<file path="src/rtl/wb_port_arbiter.sv">
// Writeback arbiter: merges lanes A/B and a buffered long-latency stream onto two RF write ports.
// Optional starvation stall is compiled in when WB_STARVE_EN is defined.
module wb_port_arbiter #(
  parameter int unsigned DATA_WIDTH   = 32,
  parameter int unsigned ADDR_WIDTH   = 5,
  parameter int unsigned FIFO_DEPTH   = 2,
  parameter int unsigned STARVE_LIMIT = 8
) (
  input  logic                          clk,
  input  logic                          reset,
  input  logic                          a_valid,
  input  logic [ADDR_WIDTH-1:0]         a_rd,
  input  logic [DATA_WIDTH-1:0]         a_data,
  input  logic                          b_valid,
  input  logic [ADDR_WIDTH-1:0]         b_rd,
  input  logic [DATA_WIDTH-1:0]         b_data,
  input  logic                          l_valid,
  output logic                          l_ready,
  input  logic [ADDR_WIDTH-1:0]         l_rd,
  input  logic [DATA_WIDTH-1:0]         l_data,
  output logic [1:0]                    write_enable,
  output logic [ADDR_WIDTH-1:0]         waddrA,
  output logic [DATA_WIDTH-1:0]         wdataA,
  output logic [ADDR_WIDTH-1:0]         waddrB,
  output logic [DATA_WIDTH-1:0]         wdataB,
  output logic                          stall,
  output logic [$clog2(FIFO_DEPTH):0]   pending_count
);

  localparam int unsigned PW = $clog2(FIFO_DEPTH);
  localparam int unsigned CW = PW + 1;

  if (FIFO_DEPTH < 2 || (FIFO_DEPTH & (FIFO_DEPTH - 1)) != 0 || STARVE_LIMIT < 1) begin : g_bad_cfg
    $error("wb_port_arbiter: invalid FIFO_DEPTH or STARVE_LIMIT");
  end

  logic [ADDR_WIDTH-1:0] rd_mem_q   [FIFO_DEPTH];
  logic [DATA_WIDTH-1:0] data_mem_q [FIFO_DEPTH];
  logic [PW-1:0]         rd_ptr_q, rd_ptr_d, wr_ptr_q, wr_ptr_d, rd_ptr_nx;
  logic [CW-1:0]         count_q, count_d;
  logic [1:0]            pop_n;
  logic                  stall_int, lane_en, a_live, b_live, has1, has2, store;
  logic [ADDR_WIDTH-1:0] h0_rd, h1_rd;
  logic [DATA_WIDTH-1:0] h0_data, h1_data;

  assign rd_ptr_nx = rd_ptr_q + 1'b1;
  assign h0_rd     = rd_mem_q[rd_ptr_q];
  assign h0_data   = data_mem_q[rd_ptr_q];
  assign h1_rd     = rd_mem_q[rd_ptr_nx];
  assign h1_data   = data_mem_q[rd_ptr_nx];
  assign has1      = (count_q != '0);
  assign has2      = (count_q >= CW'(2));

  // While stalled the lanes are ignored so both ports belong to the FIFO.
  assign lane_en = reset && !stall_int;
  assign b_live  = lane_en && b_valid && (b_rd != '0);
  assign a_live  = lane_en && a_valid && (a_rd != '0) && !(b_live && (a_rd == b_rd));

  assign l_ready       = reset && (count_q < CW'(FIFO_DEPTH));
  assign store         = l_valid && l_ready && (l_rd != '0);
  assign pending_count = count_q;

  always_comb begin
    write_enable = 2'b00;
    waddrA       = '0;
    wdataA       = '0;
    waddrB       = '0;
    wdataB       = '0;
    pop_n        = 2'd0;
    if (a_live) begin
      write_enable[1] = 1'b1;
      waddrA          = a_rd;
      wdataA          = a_data;
    end
    if (b_live) begin
      write_enable[0] = 1'b1;
      waddrB          = b_rd;
      wdataB          = b_data;
    end
    // A popped entry aliasing a live lane rd is older, so it is consumed silently.
    if (!a_live && has1) begin
      pop_n = 2'd1;
      if (!(b_live && (h0_rd == b_rd))) begin
        write_enable[1] = 1'b1;
        waddrA          = h0_rd;
        wdataA          = h0_data;
      end
      if (!b_live && has2) begin
        pop_n           = 2'd2;
        write_enable[0] = 1'b1;
        waddrB          = h1_rd;
        wdataB          = h1_data;
      end
    end else if (a_live && !b_live && has1) begin
      pop_n = 2'd1;
      if (h0_rd != a_rd) begin
        write_enable[0] = 1'b1;
        waddrB          = h0_rd;
        wdataB          = h0_data;
      end
    end
  end

  always_comb begin
    wr_ptr_d = wr_ptr_q + PW'(store);
    rd_ptr_d = rd_ptr_q + PW'(pop_n);
    count_d  = count_q + CW'(store) - CW'(pop_n);
  end

  always_ff @(posedge clk or negedge reset) begin
    if (!reset) begin
      rd_ptr_q <= '0;
      wr_ptr_q <= '0;
      count_q  <= '0;
    end else begin
      rd_ptr_q <= rd_ptr_d;
      wr_ptr_q <= wr_ptr_d;
      count_q  <= count_d;
    end
  end

  always_ff @(posedge clk) begin
    if (store) begin
      rd_mem_q[wr_ptr_q]   <= l_rd;
      data_mem_q[wr_ptr_q] <= l_data;
    end
  end

`ifdef WB_STARVE_EN
  localparam int unsigned SW = $clog2(STARVE_LIMIT + 1);

  logic [SW-1:0] wait_q, wait_d;
  logic          stall_q, stall_d;

  always_comb begin
    if (!has1 || (pop_n != 2'd0)) begin
      wait_d = '0;
    end else if (wait_q < SW'(STARVE_LIMIT)) begin
      wait_d = wait_q + 1'b1;
    end else begin
      wait_d = wait_q;
    end
    stall_d = has1 && (pop_n == 2'd0) && (stall_q || (wait_d == SW'(STARVE_LIMIT)));
  end

  always_ff @(posedge clk or negedge reset) begin
    if (!reset) begin
      wait_q  <= '0;
      stall_q <= 1'b0;
    end else begin
      wait_q  <= wait_d;
      stall_q <= stall_d;
    end
  end

  assign stall_int = stall_q;
`else
  assign stall_int = 1'b0;
`endif

  assign stall = stall_int;

endmodule

</file>
<file path="config.mk">
export PLATFORM = sky130hd
export DESIGN_NAME = wb_port_arbiter
export DESIGN_NICKNAME = d
export VERILOG_FILES = /design/src/rtl/wb_port_arbiter.sv
export SDC_FILE = /design/constraint.sdc
export NUM_CORES = 1
export LEC_CHECK = 0
export ABC_AREA = 1
export CELL_PAD_IN_SITES_DETAIL_PLACEMENT = 0
export CELL_PAD_IN_SITES_GLOBAL_PLACEMENT = 1
export CORE_ASPECT_RATIO = 0.9
export CORE_MARGIN = 2
export CORE_UTILIZATION = 32
export DETAILED_ROUTE_END_ITERATION = 10
export PLACE_DENSITY_LB_ADDON = 0.1
export SLEW_MARGIN = 10
export SYNTH_ARGS = -nofsm -noshare
export SYNTH_HDL_FRONTEND = slang
export SYNTH_SLANG_ARGS = --single-unit
export TNS_END_PERCENT = 10
</file>
<file path="constraint.sdc">
create_clock -name clk -period 2.95 [get_ports clk]
set_clock_uncertainty 0.1 [all_clocks]
set_input_delay 0.59 -clock clk [delete_from_list [all_inputs] [get_ports clk]]
set_output_delay 0.59 -clock clk [all_outputs]
set_load 0.1 [all_outputs]
</file>
# Yosys cells after proc, flatten, opt, wreduce, memory -nomap -nowiden
# Memory sizes are Yosys's and may differ from the RTL's.
# Cells that the tools add are included.
[word_totals] ram_bits=74 output_inout_bits=80 latchBits=0 mem_bits_ro=0 register_bits=4 mem_count=2 wordCells=65
[mem_list] name="data_mem_q" words=2 word_bits=32 read_ports=2 rd_ports_with_merged_regs=0 write_ports=1 line_no="38" source="logic [DATA_WIDTH-1:0] data_mem_q [FIFO_DEPTH];"
[mem_list] name="rd_mem_q" words=2 word_bits=5 read_ports=2 rd_ports_with_merged_regs=0 write_ports=1 line_no="37" source="logic [ADDR_WIDTH-1:0] rd_mem_q [FIFO_DEPTH];"
[classes] order_cmp=2 n_eq_ne=3 div=0 reduce_logical=21 multipliers=0 bitwise_logic=0 muxes=29 n_shift=0 add_sub_neg=5
[op_table] cell="$mux 32" n=8
[op_table] cell="$mux 5" n=8
[op_table] cell="$reduce_bool 5->1" n=3
[op_table] cell="$logic_and 1x1->1" n=14
[op_table] cell="$mux 1" n=11
[op_table] cell="$eq 5x5->1" n=2
[op_table] cell="$ne 5x5->1" n=1
[op_table] cell="$mux 2" n=2
[op_table] cell="$logic_not 1->1" n=3
[op_table] cell="$add 1x1->1" n=2
[op_table] cell="$add 2x1->2" n=1
[op_table] cell="$ge 2x2->1 const B" n=1
[op_table] cell="$lt 2x2->1 const B" n=1
[op_table] cell="$reduce_bool 2->1" n=1
[op_table] cell="$sub 2x2->2" n=1
[op_table] cell="$add 1x1->1 const B" n=1

# Longest topological paths before layout
# Gate-level depths: netlist (run 1).
[logic_depth] word_depth=10 depth_mapped=13 ltp_nobuf=13

# Worst setup path after synthesis (run 1)
# Ideal clock, no wire load.
[synth_timing] path_type="register -> register" from="reg count_q[1], in the netlist pending_count[1]" to="mem data_mem_q[1][0], enable pin" path_stages_with_launch=5 t_arrival_ns=3.548 setup_slack_ns=-1.096 required_time_ns=2.452 path_cell_list="dfrtp_1 nor2_1 nand3_1 inv_1 ha_1"
[synth_between] elab_chain_cells=6
[synth_rtl] item="start: declaration" line_no="40" source="logic [CW-1:0] count_q, count_d;"
[synth_rtl] item="start signal: assignment" line_no="118" source="count_q <= count_d;"
[synth_rtl] item="$lt 2x2->1" line_no="59" source="assign l_ready = reset && (count_q < CW'(FIFO_DEPTH));"
[synth_rtl] item="$logic_and 1x1->1" line_no="59"
[synth_rtl] item="via l_ready" line_no="18" source="output logic l_ready,"
[synth_rtl] item="$logic_and 1x1->1 (2 in series)" line_no="60" source="assign store = l_valid && l_ready && (l_rd != '0);"
[synth_rtl] item="$mux 1" line_no="123" source="if (store) begin"
[synth_rtl] item="$mux 1 (not written as such)" line_no="125" source="data_mem_q[wr_ptr_q] <= l_data;"
[synth_rtl] item="end: declaration" line_no="38"
# The timed path passes the listed nets, and every way through them passes these cells.

# Worst setup path after layout (run 1)
[layout_timing] from="reg rd_ptr_q" to="out wdataB[31]"
[layout_between] elab_chain_cells=5 elab_cells_between_ends=8 cone_classes="add/sub: 1; eq/ne: 1; mux: 4; memory: 2"
[layout_rtl] item="start: declaration" line_no="39" source="logic [PW-1:0] rd_ptr_q, rd_ptr_d, wr_ptr_q, wr_ptr_d, rd_ptr_nx;"
[layout_rtl] item="start signal: assignment" line_no="116" source="rd_ptr_q <= rd_ptr_d;"
[layout_rtl] item="$mem_v2 2x5"
[layout_rtl] item="$ne 5x5->1" line_no="96" source="if (h0_rd != a_rd) begin"
[layout_rtl] item="$mux 32" line_no="96"
[layout_rtl] item="$mux 32" line_no="94" source="end else if (a_live && !b_live && has1) begin"
[layout_rtl] item="$mux 32 (*)" line_no="81" source="if (!a_live && has1) begin"
[layout_rtl] item="end: declaration" line_no="25" source="output logic [DATA_WIDTH-1:0] wdataB,"
# Mark *: on every way between the ends. The rest lies on a longest branch, timed or not.

==> results of run 1 <==
[state kept, by name, summed over array words and instances (netlist names)]
signal / count
data_mem_q: 64
pending_count: 2
rd_mem_q: 10
rd_ptr_q: 1
wr_ptr_q: 1
[per-stage QoR]
| step | TNS (ns) | utilization, % |
|---|---|---|
| 2_1_floorplan | -0.0387 | - |
| 3_3_place_gp | -30.66 | 51.7 |
| 4_1_cts | -0.994 | 56.5 |
| 6_report | -0.578 | 59.6 |
| 3_5_place_dp | -32.43 | 51.7 |
| 5_1_grt | -6.83 | 59.6 |
[cells in the mapped netlist (all sizes together) (4+ instances only)]
library cell / n / area share (%)
nand4: 40 / 4.6
a21oi: 4 / 0.37
buf: 30 / 4.0
nand3: 81 / 7.5
clkbuf: 20 / 1.4
xor2: 5 / 0.80
inv: 119 / 8.2
o21ai: 67 / 6.1
dfrtp: 4 / 1.8
edfxtp: 74 / 41
nand2: 302 / 21
nor2: 16 / 1.1
ha: 4 / 0.92
[logic make-up (layout without fill, tap and decap cells)]
group           after synthesis  in the layout  synth area share (%)
compound gates               75             75                  7.06
flops                        78             78                  42.5
fa+ha+maj                     4              4                 0.916
buf+inv                     170            399                  13.7
xor+xnor                      7              7                  1.12
other cells                   1              1                0.0687
simple gates                442            444                  34.7
[where the power goes]
part,total (uW),switching [uW],internal (uW)
Sequential,1460,94.0,1370
Clock,1280,447,831
Combinational,8610,5670,2940
[cell type report]
cell class	count	share of cell area [%]
Timing Repair Buffer	263	35.8
Multi-Input combinational cell	531	30.1
Sequential cell	78	23.3
Tap cell	211	2.64
Inverter	120	4.62
Clock buffer	9	2.25
Clock inverter	7	1.21
[final timing paths]
path	startpoint	end	slack (ns)	depth (start not counted)
worst max-delay path	rd_ptr_q$_DFF_PN0_	wdataB[31]	-0.04	10
worst min-delay path	reset	pending_count[1]$_DFF_PN0_	0.23	2
worst max register to register	pending_count[1]$_DFF_PN0_	pending_count[1]$_DFF_PN0_	0.58	10
worst min register to register	pending_count[0]$_DFF_PN0_	pending_count[0]$_DFF_PN0_	0.49	1
max in group asynchronous	reset	rd_ptr_q$_DFF_PN0_	2.39	2
min in group clk	pending_count[0]$_DFF_PN0_	pending_count[0]$_DFF_PN0_	0.49	1
[per-layer routing]
metal / track usage (%) / vias to the layer above
li1: - / 2952
met1: 27.7 / 2801
met2: 38.9 / 215
met3: 4.74 / 26
met4: 7.18 / 0
met5: 0 / -
[timing repair]
| item | 4_1_cts | 5_1_grt |
|---|---|---|
| pin swaps | 18 | 38 |
| setup buffers | 12 | 5 |
| resized for setup | 131 | 136 |
| setup endpoints to repair | 76 | 76 |
| cloned | 6 | 3 |
==> results.py, run 1 <==
metrics = {
    "routing": {
        "avgViaCountPerCell": 4.92,
        "met1_length_um": 9010,
        "highest_layer": "met4",
        "drcViolationCount": 0,
        "totalWireLength_um": 21100,
        "wl_per_cell_um": 17.3,
        "wl_met2_um": 10500,
        "dr.first_iter.drc_count": 334,
        "dr.pass1.iters": 7,
        "drtAntennaViolNets": 0,
        "vias": 5994,
        "wl_met3_um": 1270,
    },
    "timing": {
        "slew_violations": 0,
        "rsz0062_at_grt": "yes",
        "whs_ns": 0.232,
        "min_period_over_period_pct": 101,
        "slew_headroom_pct": 64.3,
        "setup_viol_count_final": 36,
        "min_period_ns": 2.99,
        "fin_ws_ns": -0.0374,
        "tightest_slew_ns": 0.535,
        "hold_viol_final": 0,
        "timing.fmax_mhz": 335,
    },
    "setup_path": {
        "critPathCaptureType": "primary output",
        "worst_setup_path_start_kind": "flop",
        "cp.required_ns": 2.26,
        "cp_num_buf_inv": 4,
        "cp_max_fo": 14,
        "worstSetupPathType": "flop to primary output",
        "path_cells": "inv_8, nand2_1, nand2_4, xor2_2, nand3_4, buf_6, buf_12, nand3_2, nand3_2, buf_12",
        "critPathArrivalTime_ns": 2.30,
        "crit_family": "buffers and inverters",
        "crit_slowest_cell": "dfrtp_4",
        "slowest_delay_ns": 0.56,
    },
    "finish": {
        "fillerInstances": 1517,
        "layout.nets": 1123,
        "area_growth_pct": 83.0,
        "drive_gt1_share_pct": 35.5,
        "final_common_cell": "nand2_1",
        "multi_input_area_um2": 3010,
        "layout_common_cells": "229 x nand2_1, 102 x clkdlybuf4s50_1, 93 x buf_12, 79 x inv_1, 74 x edfxtp_1",
        "fin_area_um2": 9990,
        "fin_cells": 1219,
        "ff_latch_area_um2": 2330,
        "diodes": 0,
    },
    "synthesis": {
        "yosysSeqAreaShare_pct": 42.5,
        "syn-num-nets": 897,
        "async_flop_share_pct": 5.13,
        "ys.flop_type": "edfxtp_1",
        "ys_ff_latch": 78,
        "syn_area_per_cell_um2": 7.03,
        "synth-edff-count": 74,
        "syn_inst": 777,
        "yosysUniqueCellTypes": 29,
        "synth_area_um2": 5460,
        "ys_warn_count": 0,
    },
    "min_path": {
        "min_path_type": "input pin to asynchronous set/reset pin",
    },
    "clock_network": {
        "cts_tree": "built",
        "htreeDepth": 3,
        "clock_latency_ns": 0.34,
        "clock_path_buffers": 2,
        "cts_sinks": 78,
        "path_clk_slew_ns": 0.06,
        "cts-root-buf": "clkbuf_16",
        "cts_hold_buf": 0,
        "numCtsBuffers": 9,
    },
    "status": {
        "violations": "negative setup slack",
        "status": "complete, but fails checks",
    },
    "placement": {
        "place_ws_ns": -0.586,
        "dpl_cell_area_um2": 8680,
        "port_buffers": 194,
        "dpl.cell_count": 1179,
        "gp_congestion": 0.858,
        "dp_hpwl_um": 13700,
    },
    "global_route": {
        "grt_max_degree": 106,
        "gr-total-overflow": 0,
        "antenna_found_initial": 0,
        "grtUsageTotal_pct": 22.3,
        "grt_pass1_wl_um": 31100,
        "first_global_vias": 5821,
    },
    "pwr": {
        "peakVddDrop_mv": 0.727,
        "leakagePower_uw": 0.00449,
        "cellPowerDensity_nw_per_um2": 1140,
        "finalPower_uw": 11400,
    },
    "floorplanning": {
        "die-area_um2": 18100,
        "ios": 196,
        "die_h_um": 128,
        "row_count": 45,
        "placeableCoreArea_um2": 16800,
        "die_x_um": 142,
        "start_util_pct": 32.6,
    },
    "job": {
        "max_cap_violations": 0,
    },
}
(Power assumes the default switching activity.)
==> run 2, diff against run 1 <==
--- a/config.mk
+++ b/config.mk
@@ -13,6 +13,7 @@
 export CORE_UTILIZATION = 32
 export DETAILED_ROUTE_END_ITERATION = 10
 export PLACE_DENSITY_LB_ADDON = 0.1
+export RECOVER_POWER = 25
 export SLEW_MARGIN = 10
 export SYNTH_ARGS = -nofsm -noshare
 export SYNTH_HDL_FRONTEND = slang
==> constraint.sdc (replaced) <==
create_clock -name clk -period 2.95 [get_ports clk]
set_clock_uncertainty 0.1 [all_clocks]
set_input_delay 0.59 -clock clk [delete_from_list [all_inputs] [get_ports clk]]
set_output_delay 0.59 -clock clk [all_outputs]
set_load 0.005 [all_outputs]
==> results.py, run 2 (synthesis gave the netlist of run 1 again) <==
metrics = {
    "timing": {
        "hold_viol_final": 0,
        "min_period_ns": 3.01,
        "slew_violations": 0,
        "rsz0062_at_grt": "yes",
        "setup_viol_count_final": 38,
        "min_period_over_period_pct": 102,
        "timing.fmax_mhz": 332,
        "fin_ws_ns": -0.0591,
        "setup_tns_ns": -0.883,
    },
    "global_route": {
        "grt_max_degree": 85,
        "grtUsageTotal_pct": 21.8,
        "first_global_vias": 6094,
        "grt_pass1_wl_um": 30600,
        "antenna_found_initial": 1,
        "gr-total-overflow": 0,
    },
    "pwr": {
        "peakVddDrop_mv": 0.362,
        "leakagePower_uw": 0.00438,
        "finalPower_uw": 6300,
        "cellPowerDensity_nw_per_um2": 704,
    },
    "setup_path": {
        "critPathArrivalTime_ns": 2.32,
        "crit_family": "buffers and inverters",
        "reg2reg_depth": 10,
        "path_cells": "buf_8, buf_6, nand2_4, nand2_4, nand2_2, nand2_2, nor2_4, nand3_4, nand2_4, buf_6, buf_12, nand3_1, nand2_1, inv_1, clkdlybuf4s15_1",
        "crit_cells": 15,
        "cp_max_fo": 7,
        "slowest_delay_ns": 0.49,
        "cp_num_buf_inv": 6,
        "r2r-end": "pending_count[1]$_DFF_PN0_",
        "cp.required_ns": 2.26,
        "worstSetupPathType": "flop to primary output",
        "critPathCaptureType": "primary output",
        "r2r_slack_ns": 0.92,
        "timing.rr.start": "pending_count[0]$_DFF_PN0_",
        "worst_setup_path_start_kind": "flop",
        "path_common_cell": "nand2_4",
        "crit_slowest_cell": "dfrtp_4",
    },
    "job": {
        "max_cap_violations": 0,
    },
    "placement": {
        "dp_hpwl_um": 13400,
        "port_buffers": 194,
        "gp_congestion": 0.878,
    },
    "floorplanning": {
        "die_x_um": 142,
        "placeableCoreArea_um2": 16800,
        "row_count": 45,
        "die_h_um": 128,
        "start_util_pct": 32.6,
        "die-area_um2": 18100,
        "ios": 196,
    },
    "routing": {
        "totalWireLength_um": 20900,
        "dr.pass1.iters": 5,
        "wl_per_cell_um": 16.6,
        "avgViaCountPerCell": 4.86,
        "vias": 6136,
        "drcViolationCount": 0,
        "drtAntennaViolNets": 0,
        "dr.first_iter.drc_count": 301,
    },
    "status": {
        "violations": "negative setup slack",
        "status": "complete, but fails checks",
    },
    "min_path": {
        "min_path_type": "input pin to asynchronous set/reset pin",
    },
    "finish": {
        "largest_reg_flops": 64,
        "layout_common_cells": "275 x nand2_1, 109 x inv_1, 86 x clkdlybuf4s50_1, 74 x edfxtp_1, 64 x clkbuf_2",
        "area_growth_pct": 63.7,
        "largest_register": "data_mem_q",
        "final_common_cell": "nand2_1",
        "fillerInstances": 1665,
        "layout.nets": 1166,
        "drive_gt1_share_pct": 26.5,
    },
    "clock_network": {
        "path_clk_slew_ns": 0.06,
        "cts_sinks": 78,
        "clock_path_buffers": 2,
        "numCtsBuffers": 9,
        "htreeDepth": 3,
        "clock_latency_ns": 0.34,
        "cts_tree": "built",
        "cts-root-buf": "clkbuf_16",
    },
}
[run 2: final cells by class]
type / instances / area (um2) / area share (%)
clock buffer: 10 / 229 / 2.56
timing repair inverter: 1 / 6.26 / 0.0700
inverter: 120 / 465 / 5.21
antenna: 1 / 2.50 / 0.0280
sequential: 78 / 2330 / 26.0
clock inverter: 6 / 87.6 / 0.980
timing repair buffer: 306 / 2860 / 32.0
tap: 211 / 264 / 2.95
multi-input combinational: 530 / 2700 / 30.2
[run 2: worst reg2reg max path, cell delays in order, from the launching register on]
cell,delay [ns]
dfrtp_1,0.38
nor2_1,0.06
buf_4,0.16
a31oi_1,0.32
nand2_1,0.14
inv_1,0.08
ha_1,0.22
inv_1,0.06
ha_1,0.15
xnor2_1,0.13
xor2_1,0.16
[run 2: per-layer routing]
| layer | share of wire [%] | track usage [%] | vias up |
|---|---|---|---|
| li1 | - | - | 3044 |
| met1 | 44 | 26.8 | 2838 |
| met2 | 47 | 37.3 | 208 |
| met3 | 5.6 | 4.52 | 44 |
| met4 | 3.0 | 9.47 | 2 |
| met5 | 0.062 | 0 | - |
[run 2: metrics by stage]
step / utilization [%] / cells / instance area, um2 / worst slack (ns) / hold slack [ns]
5_1_grt: 53.3 / 1262 / 8940 / -0.163 / 0.227
3_3_place_gp: 47.2 / 1189 / 7920 / -0.708 / 0.435
2_1_floorplan: - / 777 / 5460 / 0.566 / 0.194
6_report: 53.3 / 1263 / 8940 / -0.0591 / 0.201
4_1_cts: 52.9 / 1251 / 8870 / -0.153 / 0.228
3_5_place_dp: 47.2 / 1189 / 7920 / -0.761 / 0.446
[run 2: how the worst max path moves through the flow]
stage	startpoint	endpoint	slack, ns
2_1_floorplan	reset	data_mem_q[1][0]$_DFFE_PP_	0.57
3_3_place_gp	b_rd[3]	waddrA[3]	-0.71
3_5_place_dp	b_rd[3]	waddrA[2]	-0.76
4_1_cts	rd_ptr_q$_DFF_PN0_	wdataB[29]	-0.15
5_1_grt	rd_ptr_q$_DFF_PN0_	wdataA[24]	-0.16
6_report	rd_ptr_q$_DFF_PN0_	wdataB[23]	-0.06
[run 2: repair_timing]
action | CTS | global route
pin swaps | 18 | 46
setup endpoints to repair | 77 | 76
gates resized for setup | 215 | 195
buffers inserted | 41 | 10
hold buffers | 0 | 0
gates cloned | 6 | 6
endpoints found under the hold margin | 0 | 0
[run 2: power breakdown]
| part | leakage, uW | switching [uW] | internal (uW) |
|---|---|---|---|
| sequential | 0.000718 | 56.0 | 1360 |
| combinational | 0.00352 | 2040 | 1650 |
| clock | 0.000145 | 449 | 739 |
| total | 0.00438 | 2540 | 3750 |
==> run 3, diff against run 2 <==
--- a/config.mk
+++ b/config.mk
@@ -8,7 +8,7 @@
 export ABC_AREA = 1
 export CELL_PAD_IN_SITES_DETAIL_PLACEMENT = 0
 export CELL_PAD_IN_SITES_GLOBAL_PLACEMENT = 1
-export CORE_ASPECT_RATIO = 0.9
+export CORE_ASPECT_RATIO = 1.2
 export CORE_MARGIN = 2
 export CORE_UTILIZATION = 32
 export DETAILED_ROUTE_END_ITERATION = 10
==> results.py, run 3 (synthesis gave the netlist of run 1 again) <==
metrics = {
    "status": {
        "status": "complete, but fails checks",
        "violations": "negative setup slack",
    },
    "placement": {
        "dp_hpwl_um": 13300,
        "port_buffers": 194,
        "gp_congestion": 0.846,
    },
    "floorplanning": {
        "placeableCoreArea_um2": 16800,
        "ios": 196,
        "die-area_um2": 18100,
        "row_count": 52,
        "start_util_pct": 32.5,
        "die_x_um": 123,
        "die_h_um": 147,
    },
    "clock_network": {
        "numCtsBuffers": 9,
        "clock_latency_ns": 0.34,
        "cts_tree": "built",
        "cts-root-buf": "clkbuf_16",
        "htreeDepth": 3,
        "cts_hold_buf": 0,
        "cts_sinks": 78,
        "clock_path_buffers": 2,
        "path_clk_slew_ns": 0.06,
    },
    "routing": {
        "wl_per_cell_um": 16.4,
        "drtAntennaViolNets": 0,
        "dr.first_iter.drc_count": 373,
        "totalWireLength_um": 20500,
        "vias": 6046,
        "drcViolationCount": 0,
        "avgViaCountPerCell": 4.84,
        "dr.pass1.iters": 4,
    },
    "setup_path": {
        "path_cells": "buf_6, nand2_2, nand2_4, xor2_1, nor2_2, nand3_4, buf_6, clkbuf_16, nand4_1, nand2_1, dlygate4sd2_1",
        "reg2reg_depth": 9,
        "slowest_delay_ns": 0.57,
        "worst_setup_path_start_kind": "flop",
        "crit_slowest_cell": "dfrtp_4",
        "critPathCaptureType": "primary output",
        "critPathArrivalTime_ns": 2.40,
        "worstSetupPathType": "flop to primary output",
        "path_common_cell": "buf_6",
        "cp_max_fo": 10,
        "cp.required_ns": 2.26,
    },
    "timing": {
        "min_period_over_period_pct": 105,
        "setup_viol_count_final": 34,
        "min_period_ns": 3.09,
        "setup_tns_ns": -3.19,
        "hold_viol_final": 0,
        "slew_violations": 0,
        "fin_ws_ns": -0.145,
        "timing.fmax_mhz": 323,
        "rsz0062_at_grt": "yes",
    },
    "finish": {
        "layout.nets": 1148,
        "largest_register": "data_mem_q",
        "drive_gt1_share_pct": 21.0,
        "utilization_pct": 53.2,
        "area_growth_pct": 63.7,
        "largest_reg_flops": 64,
        "final_common_cell": "nand2_1",
        "layout_common_cells": "283 x nand2_1, 111 x inv_1, 86 x clkdlybuf4s50_1, 74 x edfxtp_1, 67 x nand3_1",
    },
    "global_route": {
        "grt_pass1_wl_um": 31100,
        "grt_max_degree": 90,
        "grtUsageTotal_pct": 22.2,
        "first_global_vias": 5983,
        "antenna_found_initial": 1,
        "gr-total-overflow": 0,
    },
    "pwr": {
        "peakVddDrop_mv": 0.297,
        "cellPowerDensity_nw_per_um2": 691,
        "leakagePower_uw": 0.00438,
    },
    "job": {
        "max_cap_violations": 0,
    },
    "min_path": {
        "min_path_type": "input pin to asynchronous set/reset pin",
    },
}
==> run 3: cell types whose count changed in the layout (fill, tap and decap cells not counted), sizes merged, moves of 3 or more <==
cell           before  now
dlymetal6s2s        0    7
clkdlybuf4s15       2   10
clkbuf             80   40
buf               123  106
clkinvlp            3    0
dlygate4sd2         6   29
==> run 3: final timing paths <==
check	startpoint	to	slack (ns)
setup / recovery	rd_ptr_q$_DFF_PN0_	wdataA[23]	-0.14
hold / removal	reset	pending_count[0]$_DFF_PN0_	0.23
setup reg to reg	pending_count[0]$_DFF_PN0_	pending_count[1]$_DFF_PN0_	0.93
hold reg to reg	pending_count[0]$_DFF_PN0_	pending_count[0]$_DFF_PN0_	0.47
max in group asynchronous	reset	rd_ptr_q$_DFF_PN0_	2.28
min in group clk	pending_count[0]$_DFF_PN0_	pending_count[0]$_DFF_PN0_	0.47
==> run 3: worst max-delay path: cells and delay by family, from the launching register on <==
kind                   cells  cell delay [ns]
AND/OR/NAND/NOR            6             0.61
buffers and inverters      4             0.72
flip-flops                 1             0.57
XOR/XNOR                   1             0.16
==> run 3: timing repair <==
action	in CTS	in global routing
buffers inserted	15	21
gates cloned	6	3
endpoints found under the setup margin	77	76
pin swaps	36	32
gates resized for setup	183	112
==> run 3: metal layers <==
layer	share of wire, %	track usage [%]
met3	5.0	3.26
met5	0	0
met1	41	26.5
met4	2.5	9.09
met2	52	39.4
==> run 3: layout make-up <==
type,count,area [um2]
well taps,216,270
diodes,1,2.50
inverters,120,463
clock buffers,9,225
repair buffers,288,2910
repair inverters,1,6.26
multi-input cells,530,2640
flip-flops and latches,78,2330
clock inverters,7,96.3
fillers,1619,7850
==> run 3: per-stage QoR <==
step,worst slack (ns),power (uW),instance area [um2],instances,hold slack [ns]
2_1_floorplan,0.566,3200,5460,777,0.194
3_3_place_gp,-0.798,4880,7980,1189,0.449
3_5_place_dp,-0.806,4930,7980,1189,0.472
4_1_cts,-0.300,6040,8610,1226,0.219
5_1_grt,-0.254,6650,8940,1250,0.269
6_report,-0.145,6180,8940,1250,0.234
==> run 3: report_power, final <==
part,internal [uW],switching (uW),total (uW)
clock network,743,446,1190
registers,1360,77.5,1440
logic,1610,1940,3550
